## src/rtl/alu_pkg.sv

```systemverilog
`default_nettype none
//------------------------------------------------------------------------------
// Module  : alu_pkg
// Purpose : Shared definitions for the execute-stage arithmetic blocks.
//           Holds the M-extension divide op encodings (funct3[1:0]), the
//           divider state encoding and the special-result constants.
// Ports   : none (package)
// Rev     : 1.0  initial release
//------------------------------------------------------------------------------
package alu_pkg;

  // funct3[1:0] of DIV/DIVU/REM/REMU
  localparam logic [1:0] DIV_OP  = 2'b00;
  localparam logic [1:0] DIVU_OP = 2'b01;
  localparam logic [1:0] REM_OP  = 2'b10;
  localparam logic [1:0] REMU_OP = 2'b11;

  // Special-result constants
  localparam logic [31:0] INT_MIN  = 32'h8000_0000;
  localparam logic [31:0] ALL_ONES = 32'hFFFF_FFFF;

  // Divider control states
  typedef enum logic [1:0] {
    IDLE = 2'd0,
    CALC = 2'd1,
    FIN  = 2'd2
  } div_state_e;

  // DIV and REM are the signed forms; bit 0 of the op selects unsigned.
  function automatic logic op_is_signed(input logic [1:0] op);
    return ~op[0];
  endfunction

  // REM/REMU return the remainder; DIV/DIVU return the quotient.
  function automatic logic op_is_rem(input logic [1:0] op);
    return op[1];
  endfunction

endpackage : alu_pkg
`default_nettype wire

```

## src/rtl/add32.sv

```systemverilog
`default_nettype none
//------------------------------------------------------------------------------
// Module  : add32
// Purpose : 32-bit ripple-carry adder shared with the ALU. The divider uses
//           it as a subtractor by feeding the inverted divisor on b and
//           forcing c_1 (carry into bit 0) to 1.
// Ports   : a    in  32  first operand
//           b    in  32  second operand
//           c_1  in  1   carry into bit 0
//           s    out 32  sum
//           c31  out 1   carry out of bit 31
// Rev     : 1.0  initial release
//------------------------------------------------------------------------------
module add32 (
  input  logic [31:0] a,
  input  logic [31:0] b,
  input  logic        c_1,
  output logic [31:0] s,
  output logic        c31
);

  // carry[i] is the carry out of bit i; carry_in[i] feeds bit i.
  logic [31:0] carry;
  logic [31:0] carry_in;

  assign carry_in[0] = c_1;

  genvar i;
  generate
    for (i = 0; i < 32; i++) begin : g_bit
      assign s[i]     = a[i] ^ b[i] ^ carry_in[i];
      assign carry[i] = (a[i] & b[i]) | (carry_in[i] & (a[i] ^ b[i]));
      if (i < 31) begin : g_chain
        assign carry_in[i+1] = carry[i];
      end
    end
  endgenerate

  assign c31 = carry[31];

endmodule : add32
`default_nettype wire

```

## src/rtl/div32.sv

```systemverilog
`default_nettype none
//------------------------------------------------------------------------------
// Module  : div32
// Purpose : Iterative restoring divider for RV32M DIV/DIVU/REM/REMU.
//           One quotient bit per clock; the trial subtraction runs through
//           add32 with an inverted divisor and carry-in of 1. Operands are
//           reduced to magnitudes on entry and the sign is fixed up when
//           the result is registered.
// Ports   : clk     in  1   clock, rising edge
//           rst     in  1   asynchronous active-high reset
//           start   in  1   request, honoured only while idle
//           op      in  2   funct3[1:0]: 00 DIV, 01 DIVU, 10 REM, 11 REMU
//           a       in  32  dividend, sampled with start
//           b       in  32  divisor, sampled with start
//           busy    out 1   operation in flight (low in the done cycle)
//           done    out 1   one-cycle pulse, result valid in that cycle
//           result  out 32  quotient or remainder, held until next FIN
// Rev     : 1.0  initial release
//------------------------------------------------------------------------------
module div32
  import alu_pkg::*;
#(
  parameter int XLEN  = 32,
  parameter int CNT_W = 5
) (
  input  logic            clk,
  input  logic            rst,
  input  logic            start,
  input  logic [1:0]      op,
  input  logic [XLEN-1:0] a,
  input  logic [XLEN-1:0] b,
  output logic            busy,
  output logic            done,
  output logic [XLEN-1:0] result
);

  localparam logic [CNT_W-1:0] LAST_CNT = CNT_W'(XLEN - 1);

  //--------------------------------------------------------------------------
  // State
  //--------------------------------------------------------------------------
  div_state_e      state_q, state_d;
  logic [1:0]      op_q, op_d;
  logic            sgn_quo_q, sgn_quo_d;   // negate quotient at FIN
  logic            sgn_rem_q, sgn_rem_d;   // negate remainder at FIN
  logic [XLEN-1:0] quo_q, quo_d;           // dividend shifts out, quotient in
  logic [XLEN-1:0] rem_q, rem_d;           // partial remainder
  logic [XLEN-1:0] div_q, div_d;           // divisor magnitude
  logic [CNT_W-1:0] cnt_q, cnt_d;
  logic [XLEN-1:0] result_q, result_d;
  logic            done_q, done_d;

  //--------------------------------------------------------------------------
  // Operand conditioning
  //--------------------------------------------------------------------------
  logic            in_signed;
  logic            a_neg, b_neg;
  logic [XLEN-1:0] a_mag, b_mag;
  logic            div_by_zero;
  logic            sgn_ovf;

  assign in_signed = op_is_signed(op);
  assign a_neg     = in_signed & a[XLEN-1];
  assign b_neg     = in_signed & b[XLEN-1];
  // |INT_MIN| wraps to INT_MIN, which is the correct unsigned magnitude.
  assign a_mag     = a_neg ? -a : a;
  assign b_mag     = b_neg ? -b : b;

  assign div_by_zero = (b == '0);
  assign sgn_ovf     = in_signed & (a == INT_MIN) & (b == ALL_ONES);

  //--------------------------------------------------------------------------
  // Trial subtraction: t = {rem, quo} << 1 (upper 33 bits), diff = t - div
  //--------------------------------------------------------------------------
  logic [XLEN:0]   trial;
  logic [XLEN-1:0] diff;
  logic            diff_c31;
  logic            take;

  assign trial = {rem_q, quo_q[XLEN-1]};

  add32 u_sub (
    .a   (trial[XLEN-1:0]),
    .b   (~div_q),
    .c_1 (1'b1),
    .s   (diff),
    .c31 (diff_c31)
  );

  // A no-borrow carry means t[31:0] >= div; if t[32] is set, t already
  // exceeds any 32-bit divisor and the wrapped diff is still exact.
  assign take = trial[XLEN] | diff_c31;

  //--------------------------------------------------------------------------
  // Sign fix for the final result
  //--------------------------------------------------------------------------
  logic [XLEN-1:0] quo_fix, rem_fix;

  assign quo_fix = sgn_quo_q ? -quo_q : quo_q;
  assign rem_fix = sgn_rem_q ? -rem_q : rem_q;

  //--------------------------------------------------------------------------
  // Next-state and datapath
  //--------------------------------------------------------------------------
  always_comb begin
    state_d   = state_q;
    op_d      = op_q;
    sgn_quo_d = sgn_quo_q;
    sgn_rem_d = sgn_rem_q;
    quo_d     = quo_q;
    rem_d     = rem_q;
    div_d     = div_q;
    cnt_d     = cnt_q;
    result_d  = result_q;
    done_d    = 1'b0;

    unique case (state_q)
      IDLE: begin
        if (start) begin
          op_d      = op;
          sgn_quo_d = a_neg ^ b_neg;
          sgn_rem_d = a_neg;
          quo_d     = a_mag;
          rem_d     = '0;
          div_d     = b_mag;
          cnt_d     = '0;
          if (div_by_zero) begin
            // Quotient all ones, remainder is the raw dividend, no fix-up.
            quo_d     = ALL_ONES;
            rem_d     = a;
            sgn_quo_d = 1'b0;
            sgn_rem_d = 1'b0;
            state_d   = FIN;
          end else if (sgn_ovf) begin
            quo_d     = INT_MIN;
            rem_d     = '0;
            sgn_quo_d = 1'b0;
            sgn_rem_d = 1'b0;
            state_d   = FIN;
          end else begin
            state_d   = CALC;
          end
        end
      end

      CALC: begin
        rem_d = take ? diff : trial[XLEN-1:0];
        quo_d = {quo_q[XLEN-2:0], take};
        cnt_d = cnt_q + 1'b1;
        if (cnt_q == LAST_CNT) begin
          state_d = FIN;
        end
      end

      FIN: begin
        result_d = op_is_rem(op_q) ? rem_fix : quo_fix;
        done_d   = 1'b1;
        state_d  = IDLE;
      end

      default: begin
        state_d = IDLE;
      end
    endcase
  end

  always_ff @(posedge clk or posedge rst) begin
    if (rst) begin
      state_q   <= IDLE;
      op_q      <= '0;
      sgn_quo_q <= 1'b0;
      sgn_rem_q <= 1'b0;
      quo_q     <= '0;
      rem_q     <= '0;
      div_q     <= '0;
      cnt_q     <= '0;
      result_q  <= '0;
      done_q    <= 1'b0;
    end else begin
      state_q   <= state_d;
      op_q      <= op_d;
      sgn_quo_q <= sgn_quo_d;
      sgn_rem_q <= sgn_rem_d;
      quo_q     <= quo_d;
      rem_q     <= rem_d;
      div_q     <= div_d;
      cnt_q     <= cnt_d;
      result_q  <= result_d;
      done_q    <= done_d;
    end
  end

  assign busy   = (state_q != IDLE);
  assign done   = done_q;
  assign result = result_q;

endmodule : div32
`default_nettype wire
```

## config.mk

```make
export PLATFORM = sky130hd
export DESIGN_NAME = div32
export DESIGN_NICKNAME = d
export VERILOG_FILES = /design/src/rtl/alu_pkg.sv /design/src/rtl/add32.sv /design/src/rtl/div32.sv
export SDC_FILE = /design/constraint.sdc
export NUM_CORES = 1
export LEC_CHECK = 0
export ABC_AREA = 1
export BUFFER_PORTS_ARGS = -buffer_cell sky130_fd_sc_hd__buf_4
export CORE_MARGIN = 1
export CORE_UTILIZATION = 55
export DETAILED_ROUTE_END_ITERATION = 7
export GPL_TIMING_DRIVEN = 0
export MAX_ROUTING_LAYER = met4
export PLACE_DENSITY = 0.74
export SYNTH_ARGS = -nofsm -noshare
export SYNTH_HDL_FRONTEND = slang
export SYNTH_SLANG_ARGS = --single-unit
```

## constraint.sdc

```tcl
create_clock -name clk -period 16.35 [get_ports clk]
set_clock_uncertainty 0.2 [all_clocks]
set_input_delay 3.27 -clock clk [delete_from_list [all_inputs] [get_ports clk]]
set_output_delay 3.27 -clock clk [all_outputs]
set_load 0.02 [all_outputs]
```

Word level (Yosys, flattened, before mapping)
Index checks and enable logic that the tools add are counted.

word-level totals
  register bits = 140
  input port bits = 69
  output and inout bits = 34
  word-level logic and storage cells = 221

cells by class
  $add $sub $neg = 5
  equality and inequality tests = 7
  multiplexer cells = 25
  bitwise gates (word level) = 167
  reductions and logical operators = 7

operators with widths
  cell                                                              count
  32-bit 2-to-1 mux                                                 11
  32-bit negator                                                    4
  32-bit case mux with 2 select lines                               2
  1-bit bitwise AND                                                 67
  32-bit == test (second input constant)                            2
  1-bit bitwise XOR                                                 64
  1-bit bitwise OR                                                  33
  32-bit logical NOT                                                1
  32-bit NOT                                                        1
  5-bit case mux with 2 select lines                                1
  2-bit 2-to-1 mux                                                  4
  2-bit AND reduction                                               3
  5-bit by 1-bit adder with 5-bit output (second input constant)    1
  5-bit == test (second input constant)                             1
  1-bit 2-to-1 mux                                                  5
  5-bit 2-to-1 mux                                                  1
  2-bit inequality test (second input constant)                     2
  2-bit case mux with 2 select lines                                1
  2-bit nonzero test                                                2
  2-bit by 1-bit == test with 1-bit output (second input constant)  1
  2-bit == test (second input constant)                             1
  2-bit logical NOT                                                 1
  1-bit NOT                                                         2

Longest topological paths before layout
  word-level depth = 68
  gate-level depth with buffers = 43

By module
Synthesis repeated with hierarchy kept, for this count alone.

second synthesis, totals
  cells, all modules = 1732
  area total of the unflattened synthesis = 11434.7 um^2

modules (own cells, without submodules)
  module  times used  cells an instance  area each (um^2)
  div32   1           1690               10756.6
  add32   1           42                 678.2

Least setup slack after synthesis
Ideal clock, no wire load.

  path type = reg-to-reg
  start = register quo_q[31]
  end = register rem_q[26]
  arrival = 12.691 ns
  slack = 3.317 ns
  stages on the path, launching flop included = 43
  path through = dfrtp_1 inv_1 ha_1 fa_1 fa_1 fa_1 fa_1 fa_1 fa_1 fa_1 fa_1 fa_1 fa_1 fa_1 fa_1 fa_1 fa_1 fa_1 (+7 left out) fa_1 fa_1 fa_1 fa_1 fa_1 fa_1 inv_1 fa_1 inv_1 fa_1 inv_1 fa_1 nor2_1 clkinv_1 clkbuf_1 nand2_1 o211ai_1 a31oi_1

between the ends
  word-level cells in the longest chain between the ends = 67
  elaborated cells between the ends (all ways) = 69
  those cells by class = mux: 2; bitwise: 67

RTL lines
  what                                                           RTL line      text
  start: declaration                                             div32.sv:46   logic [XLEN-1:0] quo_q, quo_d;
  start signal: assignment                                       div32.sv:184  quo_q <= quo_d;
  1-bit bitwise AND / 1-bit bitwise XOR (equally long branches)  add32.sv:32   assign carry[i] = (a[i] & b[i]) | (carry_in[i] & (a[i] ^ b[i]));
  1-bit bitwise OR *                                             add32.sv:32
  1-bit bitwise AND *                                            add32.sv:32
  1-bit bitwise OR *                                             add32.sv:32
  1-bit bitwise AND *                                            add32.sv:32
  1-bit bitwise OR *                                             add32.sv:32
  1-bit bitwise AND *                                            add32.sv:32
  1-bit bitwise OR *                                             add32.sv:32
  (+51 left out)                                                 --
  1-bit bitwise OR                                               add32.sv:32
  1-bit bitwise AND                                              add32.sv:32
  1-bit bitwise OR                                               add32.sv:32
  1-bit bitwise AND                                              add32.sv:32
  1-bit bitwise OR                                               add32.sv:32
  1-bit bitwise OR                                               div32.sv:92   assign take = trial[XLEN] | diff_c31;
  32-bit 2-to-1 mux *                                            div32.sv:147  rem_d = take ? diff : trial[XLEN-1:0];
  32-bit case mux with 2 select lines *                          div32.sv:117  unique case (state_q)
  end signal: assignment                                         div32.sv:185  rem_q <= rem_d;
  end: declaration                                               div32.sv:47   logic [XLEN-1:0] rem_q, rem_d;

Every way passes the cells marked *; elsewhere a longest branch is shown, timed or not.
A chain may end at the register's enable or synchronous reset.

Worst setup path in the final report
  start = register quo_q[31]
  end = register rem_q[5]

between the ends
  word-level cells in the longest chain between the ends = 67
  elaborated cells between the ends (all ways) = 69
  those cells by class = mux: 2; bitwise: 67

RTL lines
  what                                                           RTL line
  1-bit bitwise AND / 1-bit bitwise XOR (equally long branches)  add32.sv:32
  1-bit bitwise OR *                                             add32.sv:32
  1-bit bitwise AND *                                            add32.sv:32
  1-bit bitwise OR *                                             add32.sv:32
  1-bit bitwise AND *                                            add32.sv:32
  1-bit bitwise OR *                                             add32.sv:32
  1-bit bitwise AND *                                            add32.sv:32
  1-bit bitwise OR *                                             add32.sv:32
  (+51 left out)                                                 --
  1-bit bitwise OR                                               add32.sv:32
  1-bit bitwise AND                                              add32.sv:32
  1-bit bitwise OR                                               add32.sv:32
  1-bit bitwise AND                                              add32.sv:32
  1-bit bitwise OR                                               add32.sv:32
  1-bit bitwise OR                                               div32.sv:92
  32-bit 2-to-1 mux *                                            div32.sv:147
  32-bit case mux with 2 select lines *                          div32.sv:117

Marks and branches as above.

==> flow_summary.json <==
{
  "status": "complete, no violations",
  "grt-ovfl-total": 0,
  "p_leak_nw": 6.12,
  "p_switching_mw": 1.43,
  "path_class": "reg2reg",
  "synth_edf_count": 0,
  "firstDrtPassIters": 7,
  "synth_fp_nets": 1734,
  "io_pins": 103,
  "start_util_pct": 56.1,
  "hp-class": "reg2reg",
  "drcViolationCount": 0,
  "clkLatencyLatePin_ns": 0.43,
  "timing.final.hold_violations": 0,
  "grt_max_degree": 96,
  "hold_depth": 2,
  "final_layout_size_suffix_gt1_share_pct": 12.3,
  "p_int_mw": 1.32,
  "crit_path_end_kind": "flop",
  "cts-hold-fix-buffers": 0,
  "yosys_warnings": 0,
  "synth_top_cell_area_share_pct": 31.7,
  "drtIter0Drc": 1400,
  "htreeDepth": 4,
  "synth_area_sq_um": 11000,
  "nFillCells": 1791,
  "r2r_cells": 42,
  "setup_viol": 0,
  "dp_cells": 1994,
  "p_sw_share_pct": 52.1,
  "dieArea_sq_um": 20500,
  "area_delta_synth_final_pct": 15.8,
  "drv_cap": 0,
  "hpwl_mm": 32.2,
  "syn_inst": 1626,
  "cp.arrival_ns": 14.57,
  "wire_per_inst_um": 20.1,
  "final_cells": 2026,
  "viasPerCell": 5.98,
  "worstPathMaxFanout": 10,
  "worst_setup_path_start_kind": "flop",
  "setup_tns_ns": 0,
  "cp_slowest_cell": "dfrtp_1",
  "yosysSeqAreaShare_pct": 31.7,
  "numCtsBuffers": 17,
  "clockBufferDepth": 2,
  "clock_power_share_pct": 14.6,
  "place_area_sq_um": 12100,
  "io_buffers": 102,
  "powerDensity_nw_per_um2": 217,
  "finalMaxSlewViolations": 0,
  "num_vias": 12100,
  "nets": 1856,
  "track_usage_pct": 42.7,
  "crit_top_cell": "fa_1",
  "ys_types": 43,
  "antenna_cells": 0,
  "grt_pass1_vias": 11400,
  "cts-root-buf": "clkbuf_16",
  "synth_common_cells": "469 x nand2_1, 197 x nand3_1, 181 x nor2_1",
  "timing.final.crit_period_ns": 14.47,
  "cts_tree": "yes",
  "period_share_pct": 88.5,
  "die_w_um": 143,
  "final_util_pct": 65.0,
  "synth.ff_latch_count": 139,
  "die_h_um": 143,
  "cp.required_ns": 16.44,
  "postCtsSetupBuffers": 0,
  "synth.avg_cell_area_sq_um": 6.74,
  "synth_flop_cell": "dfrtp_1",
  "critical-path-max-stage-delay_ns": 0.50,
  "postRouteAntennaNets": 0,
  "clk_pin_slew_worst_paths_ns": 0.06,
  "finalInstanceArea_sq_um": 12700,
  "peakVddDrop_mv": 0.0982,
  "clkSinkCount": 139,
  "core_sq_um": 19500,
  "routed_wl_mm": 40.7,
  "max_slew_margin_pct": 46.2,
  "synth_area_leaders": "dfrtp_1 32%, nand2_1 16%, nand3_1 9.0%",
  "fmax_ghz": 0.0691,
  "rsz0062_at_grt": "no",
  "synthArstFlopShare_pct": 100,
  "place_congestion": 0.992,
  "grt_pass1_wl_mm": 62.8,
  "synth_top_cell_by_area": "dfrtp_1",
  "tightest_slew_ns": 0.806,
  "yosysMostFrequentCell": "nand2_1",
  "cts-resized-gates": 0,
  "p_seq_share_pct": 25.6,
  "rows": 51,
  "combPwrFrac_pct": 59.8,
  "antenna_found_initial": 0
}
[sequential cells by signal, summed over array words and instances (netlist names)]
| name | cells |
|---|---|
| result | 32 |
| state_q | 2 |
| op_q | 1 |
| sgn_quo_q | 1 |
| done | 1 |
| sgn_rem_q | 1 |
| cnt_q | 5 |
| rem_q | 32 |
| quo_q | 32 |
| div_q | 32 |
[layout by cell type (no fill, tap or decap), drive strengths merged, types with 8 or more instances in the layout]
| cell type | netlist | routed |
|---|---|---|
| nand4 | 25 | 25 |
| fa | 31 | 31 |
| dfrtp | 139 | 139 |
| inv | 152 | 157 |
| buf | 28 | 131 |
| a21oi | 27 | 27 |
| ha | 8 | 8 |
| xor2 | 21 | 21 |
| a31oi | 42 | 42 |
| xnor2 | 11 | 11 |
| clkinv | 2 | 8 |
| nand3 | 205 | 205 |
| nor2 | 201 | 201 |
| o211ai | 36 | 36 |
| o21ai | 151 | 151 |
| nand2 | 476 | 476 |
| nor3 | 9 | 9 |
| clkbuf | 43 | 62 |
[worst paths after layout]
kind | slack, ns | startpoint | to
setup / recovery | 1.88 | quo_q[31]$_DFFE_PP0P_ | rem_q[5]$_DFFE_PP0P_
hold / removal | 0.28 | result[29]$_DFFE_PP0P_ | result[29]$_DFFE_PP0P_
setup reg to reg | 1.88 | quo_q[31]$_DFFE_PP0P_ | rem_q[5]$_DFFE_PP0P_
hold reg to reg | 0.28 | result[29]$_DFFE_PP0P_ | result[29]$_DFFE_PP0P_
max in group asynchronous | 12.43 | rst | rem_q[18]$_DFFE_PP0P_
min in group asynchronous | 2.64 | rst | result[6]$_DFFE_PP0P_
[layer usage]
metal | global-route usage [%] | share of wire, % | vias to the layer above
met5 | - | 0 | -
met4 | 18.2 | 4.1 | 0
met3 | 8.35 | 10 | 125
li1 | - | - | 5600
met1 | 53.5 | 39 | 5594
met2 | 67.2 | 46 | 787
[per-stage QoR]
stage	setup slack [ns]	power [mW]	hold slack, ns
after global placement	2.23	2.25	0.264
after detailed placement	2.12	2.30	0.267
after global routing	1.49	2.97	0.307
after floorplan	3.32	1.77	0.249
after CTS	2.05	2.71	0.284
final	1.88	2.75	0.283
[area by class of cell]
cell class	instances	area, sq um	area share (%)
buffer	71	345	2.72
multi-input combinational	1262	6560	51.7
timing repair buffer	103	793	6.25
clock inverter	13	156	1.23
sequential	139	3480	27.4
inverter	154	583	4.60
tap	265	332	2.61
clock buffer	19	443	3.49
[cell families after synthesis]
group	after synthesis	synth area share (%)
buf+inv	225	8.43
fa+ha+maj	39	6.58
xor+xnor	32	2.56
simple gates	926	36.9
flops	139	31.7
compound gates	265	13.8
[power groups by stage]
stage | Combinational, mW | Clock (mW) | Sequential, mW
6_report | 1.64 | 0.402 | 0.705
5_1_grt | 1.83 | 0.416 | 0.723
4_1_cts | 1.61 | 0.401 | 0.695
3_5_place_dp | 1.60 | 0 | 0.699
3_3_place_gp | 1.56 | 0 | 0.692
2_1_floorplan | 1.08 | 0 | 0.687
[critical path: cells and delay by family (launching register included)]
family	cells	cell delay, ns
fa+ha+maj	32	12.13
buf+inv	6	1.05
flops	1	0.50
compound gates	2	0.25
simple gates	2	0.18
Power figures use the tool's default switching activity.
